[src/rtl/hex_disp_writer_pkg.sv]
// Shared display constants: FSM encoding, digit count and the 7-segment
// active-high patterns (bit0=a .. bit6=g).
package hex_disp_writer_pkg;

  localparam int NUM_DIGITS = 6;

  localparam logic [1:0] ST_IDLE  = 2'd0;
  localparam logic [1:0] ST_WRITE = 2'd1;
  localparam logic [1:0] ST_DONE  = 2'd2;

  localparam logic [6:0] SEG_0 = 7'h3F;
  localparam logic [6:0] SEG_1 = 7'h06;
  localparam logic [6:0] SEG_2 = 7'h5B;
  localparam logic [6:0] SEG_3 = 7'h4F;
  localparam logic [6:0] SEG_4 = 7'h66;
  localparam logic [6:0] SEG_5 = 7'h6D;
  localparam logic [6:0] SEG_6 = 7'h7D;
  localparam logic [6:0] SEG_7 = 7'h07;
  localparam logic [6:0] SEG_8 = 7'h7F;
  localparam logic [6:0] SEG_9 = 7'h6F;
  localparam logic [6:0] SEG_A = 7'h77;
  localparam logic [6:0] SEG_B = 7'h7C;
  localparam logic [6:0] SEG_C = 7'h39;
  localparam logic [6:0] SEG_D = 7'h5E;
  localparam logic [6:0] SEG_E = 7'h79;
  localparam logic [6:0] SEG_F = 7'h71;

  localparam logic [6:0] SEG_BLANK = 7'h00;

endpackage

[src/rtl/hex_disp_writer_hex7_enc.sv]
// Combinational nibble to active-high 7-segment pattern encoder.
module hex7_enc
  import hex_disp_writer_pkg::*;
(
  input  logic [3:0] nib,
  output logic [6:0] seg
);

  always_comb begin
    seg = SEG_0;
    case (nib)
      4'h0: seg = SEG_0;
      4'h1: seg = SEG_1;
      4'h2: seg = SEG_2;
      4'h3: seg = SEG_3;
      4'h4: seg = SEG_4;
      4'h5: seg = SEG_5;
      4'h6: seg = SEG_6;
      4'h7: seg = SEG_7;
      4'h8: seg = SEG_8;
      4'h9: seg = SEG_9;
      4'hA: seg = SEG_A;
      4'hB: seg = SEG_B;
      4'hC: seg = SEG_C;
      4'hD: seg = SEG_D;
      4'hE: seg = SEG_E;
      4'hF: seg = SEG_F;
      default: seg = SEG_0;
    endcase
  end

endmodule

[src/rtl/hex_disp_writer.sv]
// Writes a captured hex value, one digit per cycle, into a 6-entry display
// register file with optional leading-zero suppression.
module hex_disp_writer #(
  parameter int NUM_DIGITS = hex_disp_writer_pkg::NUM_DIGITS
) (
  input  logic                    Clock,
  input  logic                    Resetn,
  input  logic [4*NUM_DIGITS-1:0] Value,
  input  logic                    Blank,
  input  logic                    Start,
  output logic [6:0]              Data,
  output logic [2:0]              Addr,
  output logic                    Sel,
  output logic                    Busy,
  output logic                    Done
);
  import hex_disp_writer_pkg::*;

  localparam int VW = 4 * NUM_DIGITS;
  localparam logic [2:0] LAST_IDX = 3'(NUM_DIGITS - 1);

  logic [1:0]    state_q, state_d;
  logic [2:0]    idx_q, idx_d;
  logic [2:0]    addr_q, addr_d;
  logic [6:0]    data_q, data_d;
  logic          sel_q, sel_d;
  logic [VW-1:0] val_q, val_d;
  logic          blank_q, blank_d;

  // The first digit is registered on the capture edge itself, so it must be
  // encoded from the live inputs; later digits come from the captured copy.
  logic [VW-1:0]                 src_val;
  logic                          src_blank;
  logic [NUM_DIGITS-1:0][6:0]    seg;
  logic [NUM_DIGITS:0]           hi_zero;
  logic [2:0]                    nxt;
  logic [6:0]                    nxt_seg;

  assign src_val   = (state_q == ST_IDLE) ? Value : val_q;
  assign src_blank = (state_q == ST_IDLE) ? Blank : blank_q;

  for (genvar g = 0; g < NUM_DIGITS; g++) begin : g_enc
    hex7_enc u_enc (
      .nib (src_val[4*g +: 4]),
      .seg (seg[g])
    );
  end

  // hi_zero[k]: nibble k and every nibble above it are zero
  always_comb begin
    hi_zero = '0;
    hi_zero[NUM_DIGITS] = 1'b1;
    for (int k = NUM_DIGITS - 1; k >= 0; k--)
      hi_zero[k] = hi_zero[k+1] && (src_val[4*k +: 4] == 4'h0);
  end

  always_comb begin
    nxt     = (state_q == ST_IDLE) ? 3'd0 : 3'(idx_q + 3'd1);
    nxt_seg = seg[nxt];
    if (src_blank && (nxt != 3'd0) && hi_zero[nxt])
      nxt_seg = SEG_BLANK;
  end

  always_comb begin
    state_d = state_q;
    idx_d   = idx_q;
    addr_d  = addr_q;
    data_d  = data_q;
    sel_d   = 1'b0;
    val_d   = val_q;
    blank_d = blank_q;
    case (state_q)
      ST_IDLE: begin
        if (Start) begin
          val_d   = Value;
          blank_d = Blank;
          idx_d   = 3'd0;
          addr_d  = 3'd0;
          data_d  = nxt_seg;
          sel_d   = 1'b1;
          state_d = ST_WRITE;
        end
      end
      ST_WRITE: begin
        if (idx_q == LAST_IDX) begin
          state_d = ST_DONE;
        end else begin
          idx_d  = nxt;
          addr_d = nxt;
          data_d = nxt_seg;
          sel_d  = 1'b1;
        end
      end
      ST_DONE:  state_d = ST_IDLE;
      default:  state_d = ST_IDLE;
    endcase
  end

  always_ff @(posedge Clock or negedge Resetn) begin
    if (!Resetn) begin
      state_q <= ST_IDLE;
      idx_q   <= '0;
      addr_q  <= '0;
      data_q  <= '0;
      sel_q   <= 1'b0;
      val_q   <= '0;
      blank_q <= 1'b0;
    end else begin
      state_q <= state_d;
      idx_q   <= idx_d;
      addr_q  <= addr_d;
      data_q  <= data_d;
      sel_q   <= sel_d;
      val_q   <= val_d;
      blank_q <= blank_d;
    end
  end

  assign Data = data_q;
  assign Addr = addr_q;
  assign Sel  = sel_q;
  assign Busy = (state_q == ST_WRITE);
  assign Done = (state_q == ST_DONE);

endmodule

[config.mk]
export PLATFORM = sky130hd
export DESIGN_NAME = hex_disp_writer
export DESIGN_NICKNAME = d
export VERILOG_FILES = /design/src/rtl/hex_disp_writer_pkg.sv /design/src/rtl/hex_disp_writer_hex7_enc.sv /design/src/rtl/hex_disp_writer.sv
export SDC_FILE = /design/constraint.sdc
export NUM_CORES = 1
export LEC_CHECK = 0
export ABC_AREA = 1
export BUFFER_PORTS_ARGS = -buffer_cell sky130_fd_sc_hd__buf_2
export CORE_UTILIZATION = 62
export CTS_BUF_LIST = sky130_fd_sc_hd__clkbuf_2
export DETAILED_ROUTE_END_ITERATION = 8
export GPL_ROUTABILITY_DRIVEN = 0
export MAX_ROUTING_LAYER = met4
export PLACE_DENSITY = 0.83
export SKIP_CTS_REPAIR_TIMING = 1
export SYNTH_ARGS = -nofsm -noshare
export SYNTH_HDL_FRONTEND = slang
export SYNTH_SLANG_ARGS = --single-unit
[constraint.sdc]
create_clock -name Clock -period 3.04 [get_ports Clock]
set_clock_uncertainty 0.1 [all_clocks]
set_input_delay 0.152 -clock Clock [delete_from_list [all_inputs] [get_ports Clock]]
set_output_delay 0.152 -clock Clock [all_outputs]
set_load 0.02 [all_outputs]
==> out/qor.yml, run 1 <==
min_from: "Start"
reg2regPathDepth: 13
cap_violations: 0
finalNetCount: 768
setup_violations: 0
worstPathRequired_ps: 3300
ir_worst_vdd_uv: 965
synth_area_per_cell_um2: 6.31
clock_power_share_pct: 7.4
path_cells: "nor2_4, buf_12, o21ai_0, ha_1, nand3b_1, nor2_1, nor2_1, nand2_1, nand3_1, nand2_1, nand2_1, nand3_1, nand2_1"
p_switching_mw: 3.34
overflow: 0
reg2reg_from: "state_q[1]$_DFFE_PN0P_"
row_count: 29
power.total_mw: 5.80
crit_path_start_kind: "register"
track_usage_pct: 30.1
synth-compound-area-share_pct: 11.5
synth_top_family_by_area: "simple AND/OR/NAND/NOR gates"
vias_per_cell: 5.44
path_delay_family: "simple AND/OR/NAND/NOR gates"
yosysWarnings: 0
wl_per_cell_um: 13.0
min_to: "state_q[0]$_DFFE_PN0P_"
dp_slack_ps: 468
p_sw_share_pct: 57.7
cts_max_level: 2
path_max_fanout: 54
cts.sinks: 38
drive_gt1_share_pct: 12.8
dp_hpwl_um: 7220
layout_min_cycle_time_ps: 2630
portBuffers: 40
antenna_cells: 0
drc: 2
intPower_mw: 2.45
die-width_um: 82.9
slowest_delay_ps: 570
cp.arrival_ps: 2880
grt_pass1_vias: 3760
synth_top_area_cell: "dfrtp_1"
ys_ff_latch: 38
final_util_pct: 73.0
rsz0062_at_grt: "false"
vias: 4240
synthMuxAreaShare_pct: 0.556
dieArea_um2: 6870
die-height_um: 82.9
finalSetupTns_ps: 0
drt_iter0_markers: 256
dp_cells: 746
grt_pass1_wl_um: 16700
syn-instance-count: 642
nFillCells: 554
area_delta_synth_final_pct: 13.7
cp_common_cell: "nand2_1"
seq_area_um2: 951
p_leak_nw: 2.51
synth_fp_nets: 708
maxSlewViolCount: 0
hold_class: "input port to register"
yosys.area_share.simple_pct: 42.0
power_density_nw_per_um2: 1260
tightest_slew_ps: 892
hold_violations: 0
violations: "design-rule violations"
clk_latency_ps: 430
r2r_setup_slack_ps: 410
root_buffer: "clkbuf_2"
cp_num_buf_inv: 1
synth_xor_xnor_area_share_pct: 0.432
synth_top_area_share_pct: 23.5
cp_slowest_cell: "o21ai_0"
ant_nets: 0
path_clk_slew_ps: 230
cts_tree: "built"
stdcell_count: 780
routed_wl_um: 10100
dr.pass1.iters: 8
clock_path_buffers: 2
worst_slack_ps: 414
fin_area_um2: 4610
end_kind: "register"
yosysUniqueCellTypes: 31
critPathKind: "register to register"
p_comb_share_pct: 76.4
hold-worst-slack_ps: 145
r2r-end: "Data[1]$_DFFE_PN0P_"
outcome: "finished, violations left"
antenna_found_initial: 0
ios: 41
maxSlewHeadroom_pct: 40.5
clock.fmax_mhz: 381
multi_input_area_um2: 2680
seqPwrFrac_pct: 16.3
netlist_area_um2: 4050
cts_buffers: 5
start_util_pct: 64.2
synth_area_leaders: "dfrtp_1 (23%), nand2_1 (22%), nand3_1 (13%)"
finalCritPeriodShare_pct: 86.4
yosysSeqAreaShare_pct: 23.5
holdPathStages: 4
synth_fa_ha_area_share_pct: 11.7
core_area_um2: 6310
grt_max_degree: 55
placed_cell_area_um2: 4250
-- placed cells by master (no fill, tap or decap), types with 2 or more instances in the layout --
master         Yosys  routed
nand2_1          241     241
o21ai_2           12      12
buf_2              5      40
nor2_1            22      22
buf_4              1       3
bufinv_16          0       2
nand3_1          103     103
o21ai_0           46      46
a21oi_1           12      12
inv_1             71      71
nor2_4             2       2
dfrtp_1           38      38
nand2_2            9       9
o21ai_1            8       8
dlygate4sd3_1      0      26
ha_1              38      38
clkbuf_2           0       5
nand2_4            8       8
mux2_2             2       2
inv_2              3       3
-- kinds of logic (layout without fill, tap and decap cells) --
group,Yosys count,count (layout)
simple gates,389,389
buf+inv,92,153
compound gates,81,81
fa+ha+maj,38,38
flops,38,38
xor+xnor,2,2
mux,2,2
-- power groups by stage --
| stage | registers (mW) | clock network (mW) | logic (mW) |
|---|---|---|---|
| 6_report | 0.943 | 0.427 | 4.43 |
| 5_1_grt | 0.972 | 0.447 | 5.02 |
| 4_1_cts | 0.939 | 0.432 | 4.31 |
| 3_5_place_dp | 0.952 | 0 | 4.29 |
| 3_3_place_gp | 0.941 | 0 | 4.19 |
| 2_1_floorplan | 1.00 | 0 | 3.37 |
-- worst max path at each step --
stage                            from             endpoint  slack [ps]  cells after the start
6_report       state_q[1]$_DFFE_PN0P_  Data[1]$_DFFE_PN0P_         410                     13
5_1_grt        state_q[1]$_DFFE_PN0P_  Data[1]$_DFFE_PN0P_         230                     13
4_1_cts        state_q[1]$_DFFE_PN0P_  Data[1]$_DFFE_PN0P_         450                     13
3_5_place_dp   state_q[1]$_DFFE_PN0P_  Data[1]$_DFFE_PN0P_         470                     13
3_3_place_gp   state_q[0]$_DFFE_PN0P_  Data[1]$_DFFE_PN0P_         540                     13
2_1_floorplan  state_q[0]$_DFFE_PN0P_  Data[1]$_DFFE_PN0P_         820                     14
-- worst register-to-register path: stages (launching register included) --
cell      delay, ps
dfrtp_1         490
nor2_4           70
buf_12          190
o21ai_0         600
ha_1            370
nand3b_1        160
nor2_1          100
nor2_1           50
nand2_1          70
nand3_1         120
nand2_1          90
nand2_1          40
nand3_1          80
nand2_1          50
-- metal layers --
metal  vias to the layer above  routed length [um]  GRT usage [%]  share of wire [%]
met4                         0                 169           7.52                1.7
li1                       2173                   -              -                  -
met2                       156                4910           50.4                 48
met1                      1889                4510           38.8                 45
met5                         -                   0              -                  0
met3                        22                 543           3.68                5.4
-- synth_stat cells --
master / count
o21ai_2: 12
nor3_2: 1
o22ai_1: 1
inv_1: 71
mux2_2: 2
buf_6: 5
nor2_1: 22
buf_8: 1
nand3_1: 103
xnor2_1: 1
a21oi_1: 12
buf_2: 5
xor2_1: 1
o21ai_0: 46
nand4_1: 1
nor2_4: 2
nor4_1: 1
clkinv_1: 1
o21ai_4: 1
nand2_4: 8
nand2_1: 241
inv_2: 3
nand3b_1: 1
o211ai_1: 1
ha_1: 38
buf_4: 1
o21ai_1: 8
clkbuf_1: 4
buf_12: 1
nand2_2: 9
dfrtp_1: 38
-- cell type report --
type / count / area share, %
clock buffer: 5 / 0.543
clock inverter: 3 / 1.49
inverter: 75 / 6.11
multi-input combinational: 512 / 58.2
sequential: 38 / 20.6
tap: 77 / 2.09
timing repair buffer: 70 / 10.9
-- registers in the layout, summed over array words and instances, names as in the netlist --
| signal | cells |
|---|---|
| Sel | 1 |
| state_q | 2 |
| blank_q | 1 |
| Data | 7 |
| val_q | 24 |
| Addr | 3 |
(Power assumes the default switching activity.)
==> run 2: changes to the inputs <==
--- a/config.mk
+++ b/config.mk
@@ -5,14 +5,13 @@
 export SDC_FILE = /design/constraint.sdc
 export NUM_CORES = 1
 export LEC_CHECK = 0
-export ABC_AREA = 1
 export BUFFER_PORTS_ARGS = -buffer_cell sky130_fd_sc_hd__buf_2
-export CORE_UTILIZATION = 62
+export CORE_UTILIZATION = 63
 export CTS_BUF_LIST = sky130_fd_sc_hd__clkbuf_2
 export DETAILED_ROUTE_END_ITERATION = 8
 export GPL_ROUTABILITY_DRIVEN = 0
 export MAX_ROUTING_LAYER = met4
-export PLACE_DENSITY = 0.83
+export PLACE_DENSITY = 0.84
 export SKIP_CTS_REPAIR_TIMING = 1
 export SYNTH_ARGS = -nofsm -noshare
 export SYNTH_HDL_FRONTEND = slang
==> out/qor.yml, run 2 <==
cp_slowest_cell: "dfrtp_1"
netlist_area_um2: 4380  # +7.9%
finalNetCount: 623  # -19%
path_clk_slew_ps: 240  # about the same
clock.fmax_mhz: 348  # -8.7%
wl_per_cell_um: 19.7  # +51%
cts_buffers: 5  # unchanged
die-width_um: 85.3  # +3.0%
hold_class: "input port to register"
r2r_setup_slack_ps: 160  # -250 ps
vias_per_cell: 6.96  # +28%
critPathKind: "register to register"
tightest_slew_ps: 888  # -3.77 ps
grt_pass1_vias: 4010  # +6.6%
yosysSeqAreaShare_pct: 21.7  # -1.7 points
cts_max_level: 2  # unchanged
final_cell_mix: "buf_2 (40), dfrtp_1 (38), ha_1 (38), nand2_1 (33), o21ai_0 (32)"
setup_violations: 0  # unchanged
dieArea_um2: 7280  # +6.1%
maxSlewHeadroom_pct: 40.8  # +0.25 points
core_area_um2: 6760  # +7.0%
finalCritPeriodShare_pct: 94.6  # +8.2 points
track_usage_pct: 34.9  # +4.7 points
yosysUniqueCellTypes: 79  # +150%
area_delta_synth_final_pct: 14.0
yosysWarnings: 0  # unchanged
min_from: "Value[3]"
routed_wl_um: 12500  # +24%
top_register: "val_q"
cts_tree: "built"
finalSetupTns_ps: 0  # unchanged
slowest_delay_ps: 510  # -60 ps
syn-instance-count: 495  # -23%
r2r-end: "Data[3]$_DFFE_PN0P_"
path_max_fanout: 8  # -85%
synth_fp_nets: 561  # -21%
grt_max_degree: 39  # -29%
dp_hpwl_um: 9000  # +25%
vias: 4441  # +4.7%
start_util_pct: 64.8  # +0.55 points
rsz0062_at_grt: "false"
path_delay_family: "compound AO/OA/AOI/OAI gates"
outcome: "complete, no violations"
path_cells: "nor2_8, mux2_2, ha_1, nor2b_1, a311o_1, a311oi_1, nand4_1, a22oi_2"
ys_ff_latch: 38  # unchanged
worstPathRequired_ps: 3320  # +20 ps
die-height_um: 85.3  # +3.0%
dr.pass1.iters: 6  # -2
drive_gt1_share_pct: 21.0  # +8.2 points
reg2regPathDepth: 8  # -5
overflow: 0  # unchanged
cap_violations: 0  # unchanged
cp_num_buf_inv: 0  # -1
synth_common_cells: "dfrtp_1 (38), ha_1 (38), nand2_1 (33)"
end_kind: "register"
cts.sinks: 38  # unchanged
antenna_cells: 0  # unchanged
largest_reg_flops: 24  # unchanged
holdPathStages: 2  # -2
clk_latency_ps: 440  # about the same
synth_top_area_share_pct: 21.7  # -1.7 points
drc: 0  # -2
antenna_found_initial: 0  # unchanged
hold_violations: 0  # unchanged
reg2reg_from: "state_q[1]$_DFFE_PN0P_"
crit_path_start_kind: "register"
clock_path_buffers: 2  # unchanged
layout_commonest_cell: "buf_2"
drt_iter0_markers: 570  # +120%
min_to: "val_q[3]$_DFFE_PN0P_"
ios: 41  # unchanged
cp.arrival_ps: 3160  # +280 ps
ant_nets: 0  # unchanged
maxSlewViolCount: 0  # unchanged
root_buffer: "clkbuf_2"
synth_top_area_cell: "dfrtp_1"
grt_pass1_wl_um: 19600  # +17%
synth-async-reset-ratio_pct: 100  # unchanged
fin_area_um2: 4990  # +8.3%
ys.flop_type: "dfrtp_1"
synth_area_leaders: "dfrtp_1 (22%), ha_1 (11%), mux2_2 (7.7%)"
row_count: 30  # +3.4%
placed_cell_area_um2: 4650  # +9.2%
synth_edf_count: 0  # unchanged
portBuffers: 40  # unchanged
synth_area_per_cell_um2: 8.84  # +40%
layout_min_cycle_time_ps: 2880  # +251 ps
==> run 2: cells by family after synthesis <==
group | Yosys count | share of synthesized area, %
AOI/OAI and AO/OA | 152 | 25.1
xor gates and xnor gates | 11 | 2.20
adders and majority gates | 38 | 10.9
buffers and inverters | 58 | 6.58
DFF | 38 | 21.7
muxes | 58 | 15.3
and+or+nand+nor | 140 | 18.2
==> run 2: worst max-delay path by stage <==
| stage | from | to | slack, ps | depth (start not counted) |
|---|---|---|---|---|
| 2_1_floorplan | state_q[1]$_DFFE_PN0P_ | Data[0]$_DFFE_PN0P_ | 130 | 11 |
| 3_3_place_gp | state_q[1]$_DFFE_PN0P_ | Data[3]$_DFFE_PN0P_ | 290 | 10 |
| 3_5_place_dp | state_q[1]$_DFFE_PN0P_ | Data[3]$_DFFE_PN0P_ | 210 | 10 |
| 4_1_cts | state_q[1]$_DFFE_PN0P_ | Data[3]$_DFFE_PN0P_ | 160 | 10 |
| 5_1_grt | state_q[1]$_DFFE_PN0P_ | Data[3]$_DFFE_PN0P_ | 50 | 8 |
| 6_report | state_q[1]$_DFFE_PN0P_ | Data[3]$_DFFE_PN0P_ | 160 | 8 |
==> run 2: per-stage QoR <==
| step | std cells | setup slack [ps] | utilization (%) | hold WS (ps) |
|---|---|---|---|---|
| CTS | 613 | 155 | 70.1 | -279 |
| finish | 638 | 164 | 73.9 | 36.7 |
| global placement | 605 | 291 | 68.8 | 212 |
| global route | 638 | 52.3 | 73.9 | 51.0 |
| floorplan | 495 | 128 | - | -244 |
| detailed placement | 605 | 213 | 68.8 | 229 |
==> run 2: routing by layer <==
metal / share of wire (%) / GRT usage [%] / wire, um
met1: 42 / 47.0 / 5250
met2: 46 / 52.6 / 5750
met3: 9.3 / 6.42 / 1160
met4: 3.0 / 12.1 / 378
met5: 0 / - / 0
==> run 2: worst register-to-register path: stages, from the launching register on <==
cell	delay, ps
dfrtp_1	510
nor2_8	230
mux2_2	420
ha_1	330
nor2b_1	160
a311o_1	410
a311oi_1	370
nand4_1	180
a22oi_2	130
==> run 2: area by class of cell <==
class,count,area [um^2]
Clock inverter,3,63.8
Timing Repair Buffer,86,608
Multi-Input combinational cell,399,3140
Fill cell,492,1770
Tap cell,80,100
Sequential cell,38,951
Inverter,27,101
Clock buffer,5,25.0
Power of run 2 is left out: the tool's default activity adds up to more than one toggle a clock period on the data nets, which glitch-free logic cannot reach.
